**src/rtl/hazard_pkg.sv**
```systemverilog
// Shared constants and helpers for the load-use hazard scoreboard.
package hazard_pkg;

  // x0 is hardwired to zero and never creates a dependency.
  localparam int ZERO_REG = 0;

  // Default register-file address width (32 architectural registers).
  localparam int DEFAULT_REG_ADDR_W = 5;

  // Bits needed to hold the value lat, i.e. clog2(lat+1).
  // The result is never below 1, so LOAD_LAT=0 still gives a legal vector.
  function automatic int cnt_width(input int lat);
    int w;
    w = 1;
    for (int i = 1; i < 31; i++) begin
      if ((1 << i) <= lat) begin
        w = i + 1;
      end
    end
    return w;
  endfunction

endpackage

```
**src/rtl/load_hazard_scoreboard_pending_timer.sv**
```systemverilog
// One scoreboard entry: counts down the cycles until an in-flight load
// result can be consumed. A new load to the same register reloads the count.
module pending_timer #(
  parameter int LOAD_LAT = 1,
  parameter int CNT_W    = 1
) (
  input  logic clk,
  input  logic rst_n,
  input  logic load,
  output logic busy
);

  logic [CNT_W-1:0] cnt_reg;
  logic [CNT_W-1:0] cnt_next;

  // Reload wins over the decrement; otherwise count down and park at zero.
  always_comb begin
    cnt_next = cnt_reg;
    if (load) begin
      cnt_next = CNT_W'(LOAD_LAT);
    end else if (cnt_reg != '0) begin
      cnt_next = cnt_reg - CNT_W'(1);
    end
  end

  // Countdown register.
  always_ff @(posedge clk) begin
    if (!rst_n) begin
      cnt_reg <= '0;
    end else begin
      cnt_reg <= cnt_next;
    end
  end

  assign busy = (cnt_reg != '0);

endmodule

```
**src/rtl/load_hazard_scoreboard.sv**
```systemverilog
// Load-use hazard unit. Keeps one countdown per architectural register for
// in-flight loads and stalls the instruction in IF/ID while any source it
// actually reads is still pending. Also counts stall cycles (saturating).
module load_hazard_scoreboard
  import hazard_pkg::*;
#(
  parameter int REG_ADDR_W = DEFAULT_REG_ADDR_W,
  parameter int LOAD_LAT   = 1,
  parameter int PERF_W     = 32
) (
  input  logic                  clk,
  input  logic                  rst_n,
  input  logic                  issue_valid_IF_ID,
  input  logic                  mem_read_IF_ID,
  input  logic [REG_ADDR_W-1:0] RegisterRd_IF_ID,
  input  logic [REG_ADDR_W-1:0] RegisterRs1_IF_ID,
  input  logic [REG_ADDR_W-1:0] RegisterRs2_IF_ID,
  input  logic                  rs1_used_IF_ID,
  input  logic                  rs2_used_IF_ID,
  input  logic                  flush_ID_EX,
  output logic                  stall,
  output logic [PERF_W-1:0]     stall_cycles
);

  localparam int NUM_REGS = 1 << REG_ADDR_W;
  localparam int CNT_W    = cnt_width(LOAD_LAT);
  localparam logic [REG_ADDR_W-1:0] ZERO_ADDR = REG_ADDR_W'(ZERO_REG);

  logic [NUM_REGS-1:0] busy_vec;
  logic                rs1_hazard;
  logic                rs2_hazard;
  logic                load_issue;
  logic [PERF_W-1:0]   stall_cycles_reg;
  logic [PERF_W-1:0]   stall_cycles_next;

  // One timer per register; x0 has no timer and is never busy.
  generate
    for (genvar gi = 0; gi < NUM_REGS; gi++) begin : g_entry
      if (gi == ZERO_REG) begin : g_zero
        assign busy_vec[gi] = 1'b0;
      end else begin : g_timer
        pending_timer #(
          .LOAD_LAT (LOAD_LAT),
          .CNT_W    (CNT_W)
        ) u_timer (
          .clk   (clk),
          .rst_n (rst_n),
          .load  (load_issue && (RegisterRd_IF_ID == REG_ADDR_W'(gi))),
          .busy  (busy_vec[gi])
        );
      end
    end
  endgenerate

  // A source is hazardous only if it is a real register, actually read,
  // and still has a load in flight.
  assign rs1_hazard = rs1_used_IF_ID && (RegisterRs1_IF_ID != ZERO_ADDR)
                      && busy_vec[RegisterRs1_IF_ID];
  assign rs2_hazard = rs2_used_IF_ID && (RegisterRs2_IF_ID != ZERO_ADDR)
                      && busy_vec[RegisterRs2_IF_ID];

  // Held low during reset so a stale scoreboard cannot freeze the front end.
  assign stall = rst_n && issue_valid_IF_ID && (rs1_hazard || rs2_hazard);

  // Only a load that really leaves ID (not stalled, not squashed) is tracked.
  assign load_issue = issue_valid_IF_ID && !stall && !flush_ID_EX
                      && mem_read_IF_ID && (RegisterRd_IF_ID != ZERO_ADDR);

  // Saturating stall-cycle counter: sticks at all-ones instead of wrapping.
  always_comb begin
    stall_cycles_next = stall_cycles_reg;
    if (stall && (stall_cycles_reg != '1)) begin
      stall_cycles_next = stall_cycles_reg + PERF_W'(1);
    end
  end

  // Performance counter register.
  always_ff @(posedge clk) begin
    if (!rst_n) begin
      stall_cycles_reg <= '0;
    end else begin
      stall_cycles_reg <= stall_cycles_next;
    end
  end

  assign stall_cycles = stall_cycles_reg;

endmodule

```
**config.mk**
```make
export PLATFORM = sky130hd
export DESIGN_NAME = load_hazard_scoreboard
export DESIGN_NICKNAME = d
export VERILOG_FILES = /design/src/rtl/hazard_pkg.sv /design/src/rtl/load_hazard_scoreboard_pending_timer.sv /design/src/rtl/load_hazard_scoreboard.sv
export SDC_FILE = /design/constraint.sdc
export NUM_CORES = 1
export LEC_CHECK = 0
export ABC_AREA = 1
export BUFFER_PORTS_ARGS = -buffer_cell sky130_fd_sc_hd__buf_2
export CAP_MARGIN = 30
export CORE_ASPECT_RATIO = 1.2
export CORE_MARGIN = 8
export CORE_UTILIZATION = 60
export CTS_BUF_LIST = sky130_fd_sc_hd__clkbuf_8
export CTS_CLUSTER_DIAMETER = 60
export DETAILED_ROUTE_END_ITERATION = 6
export MAX_ROUTING_LAYER = met4
export PLACE_DENSITY = 0.83
export SYNTH_ARGS = -nofsm -noshare
export SYNTH_HDL_FRONTEND = slang
export SYNTH_SLANG_ARGS = --single-unit
```
**constraint.sdc**
```tcl
create_clock -name clk -period 2.25 [get_ports clk]
set_clock_uncertainty 0.1 [all_clocks]
set_input_delay 0.45 -clock clk [delete_from_list [all_inputs] [get_ports clk]]
set_output_delay 0.45 -clock clk [all_outputs]
set_load 0.1 [all_outputs]
```
==> flow_summary.yaml <==
setup_path:
  crit_fanout: 7
  rr_endpoint: "stall_cycles[24]"
  critical_path_class: "in -> out"
  cp.required_ns: 1.70
  worstSetupStartpointType: "input port"
  cp.arrival_ns: 1.70
  rr_worst_depth: 9
  ff2ff_setup_slack_ns: 0.15
  end_kind: "primary output"
  rr_startpoint: "stall_cycles[9]"
  worstSetupEndpoint: "stall"
  cp-startpoint: "RegisterRs1_IF_ID[1]"
job:
  cap_violations: 0
clock_tree:
  cts_hold_buf: 0
  numCtsBuffers: 9
  cts_buffer_depth: 2
  cts_tree: "done"
  cts_root_buf: "clkbuf_8"
  clk_latency_ns: 0.35
  cts.sinks: 63
  htree_levels: 3
  clk_pin_slew_ns: 0.07
placed_design:
  place.gp.congestion: 1.10
  placed_area_sq_um: 4350
  place_hpwl_um: 8800
  port_buffers: 54
  dp_slack_ns: -0.101
die:
  dieArea_sq_um: 9230
  die_x_um: 89.1
  core-area_sq_um: 6330
  row_count: 32
  die_h_um: 104
  initial_core_util_pct: 60.8
  io_pins: 55
grt:
  grt_max_degree: 31
  grt_pass1_wl_um: 18700
  antenna_found_initial: 0
  track_usage_pct: 26.3
  grt_pass1_vias: 4075
  grt-ovfl-total: 0
layout:
  final_area_sq_um: 4750
  areaGrowthSynthToFinish_pct: 23.6
  drive_gt1_share_pct: 28.0
  largest_register_ffs: 32
  antenna_cells: 0
  fillers: 523
  fin_nets: 676
power_and_ir_drop:
  cellLeakagePower_uw: 0.00196
  seqPwrFrac_pct: 44.3
  p_sw_uw: 677
  intPower_uw: 1860
  power_density_nw_per_um2: 533
  power.share.combinational_pct: 13.4
  switching_share_pct: 26.7
  ir_drop_mv: 0.422
  clockPowerShare_pct: 42.4
timing:
  hold_violations: 0
  relSlewSlack_pct: 61.6
  setup_slack_ns: 0.00494
  worst_pin_slew_ns: 0.570
  fmax_mhz: 445
  period_needed_ns: 2.25
  finalCritPeriodShare_pct: 99.8
  final_max_slew_viol_count: 0
  rsz0062_at_grt: "yes"
  setup_viol: 0
synthesis:
  ys.flop_type: "dfxtp_1"
  synth_edf_count: 0
  synthCells: 585
  seq_area_frac_synth_pct: 32.8
  synthDistinctLibCells: 27
  synth-seq-cells: 63
  synth_area_sq_um: 3840
  syn_nets: 608
  syn_area_per_cell_sq_um: 6.57
  async_flop_share_pct: 0
  post-synth-top-count-cell: "nand2_1"
  yosys.area.top_type: "dfxtp_1"
  synthTopCellsByArea: "dfxtp_1, nand2_1, nor2_1"
  yosys-top-cells-count: "nand2_1, dfxtp_1, nor2_1"
  ys_warn_count: 0
  synth_top_area_share_pct: 32.8
detailed_routing:
  routed_wl_um: 12100
  wire_per_inst_um: 16.2
  drc_errors: 0
  ant_nets: 0
  drt-pass1-iter-count: 5
  vias: 4114
  drt_iter0_drc: 215
  viasPerCell: 5.54
outcome:
  outcome: "completed"
min_path:
  hold_path.class: "in -> reg"
## critical path: stages
cell and delay [ns]:
buf_2 0.12, clkinvlp_4 0.19, nand3_2 0.10, nand2_1 0.06, nand2_1 0.07, nand3_2 0.09, nand3_2 0.10, nand3_2 0.10
a21oi_4 0.21, buf_12 0.19
## power by group through the flow
stage                     combinational (uW)  clock (uW)  sequential [uW]
after detailed placement                 296           0             1150
after global placement                   290           0             1150
final                                    339        1070             1120
after CTS                                297        1080             1120
after global routing                     364        1130             1120
after floorplan                          178           0             1160
## logic make-up (layout without fill, tap and decap cells)
| group | after synthesis | count (layout) | share of synthesized area, % |
|---|---|---|---|
| and+or+nand+nor | 362 | 362 | 43.7 |
| DFF | 63 | 63 | 32.8 |
| buffers and inverters | 88 | 161 | 10.6 |
| adders and majority gates | 1 | 1 | 0.325 |
| xor gates and xnor gates | 29 | 29 | 6.61 |
| AOI/OAI and AO/OA | 42 | 42 | 5.96 |
## cells in the final DEF (no fill, tap or decap), types with 9 or more instances in the layout
master / netlist / routed
nand2_1: 170 / 168
dfxtp_2: 0 / 36
nor2_2: 11 / 12
dfxtp_1: 63 / 27
nor2_1: 62 / 61
nor3_1: 15 / 15
buf_2: 5 / 51
a21oi_1: 31 / 29
buf_4: 5 / 16
nand4_1: 37 / 37
inv_1: 61 / 59
nand3_2: 3 / 14
nand3_1: 46 / 35
clkbuf_8: 0 / 9
nor2_4: 11 / 11
xor2_1: 17 / 17
xnor2_1: 12 / 12
## routing by layer
layer,routed length [um],track usage (%)
met1,4450,26.1
met2,6330,44.5
met3,625,5.06
met4,652,18.2
met5,0,-
## worst min-delay path by stage
stage                                 from                to  slack (ns)  depth (start not counted)
after floorplan                      rst_n   stall_cycles[1]        0.46                          2
after global placement    stall_cycles[16]  stall_cycles[16]        0.36                          2
after detailed placement  stall_cycles[31]  stall_cycles[31]        0.37                          2
after CTS                            rst_n   stall_cycles[0]        0.23                          3
after global routing                 rst_n   stall_cycles[0]        0.25                          3
final                                rst_n   stall_cycles[0]        0.24                          3
## per-stage QoR
step	utilization [%]	hold WS [ns]	TNS (ns)	cells	total power [uW]
2_1_floorplan	-	0.463	-0.0628	585	1340
3_3_place_gp	68.8	0.365	-1.14	721	1440
3_5_place_dp	68.8	0.371	-1.88	721	1440
4_1_cts	72.2	0.231	0	737	2500
5_1_grt	75.1	0.254	-0.127	743	2610
6_report	75.1	0.238	0	743	2530
## area by class of cell
cell class              instances  area (sq um)  share of cell area [%]
flip-flops and latches         63          1310                    27.5
well taps                      85           106                    2.24
repair buffers                 81           622                    13.1
inverters                      64           253                    5.32
clock inverters                 7          88.8                    1.87
multi-input cells             434          2250                    47.4
clock buffers                   9           124                    2.61
## repair_timing
item | 4_1_cts | 5_1_grt
resized for setup | 2 | 32
gates cloned | 0 | 3
buffers inserted | 0 | 3
pin swaps | 1 | 8
setup endpoints to repair | 1 | 1
No activity file was read; power rests on OpenSTA's default activity.
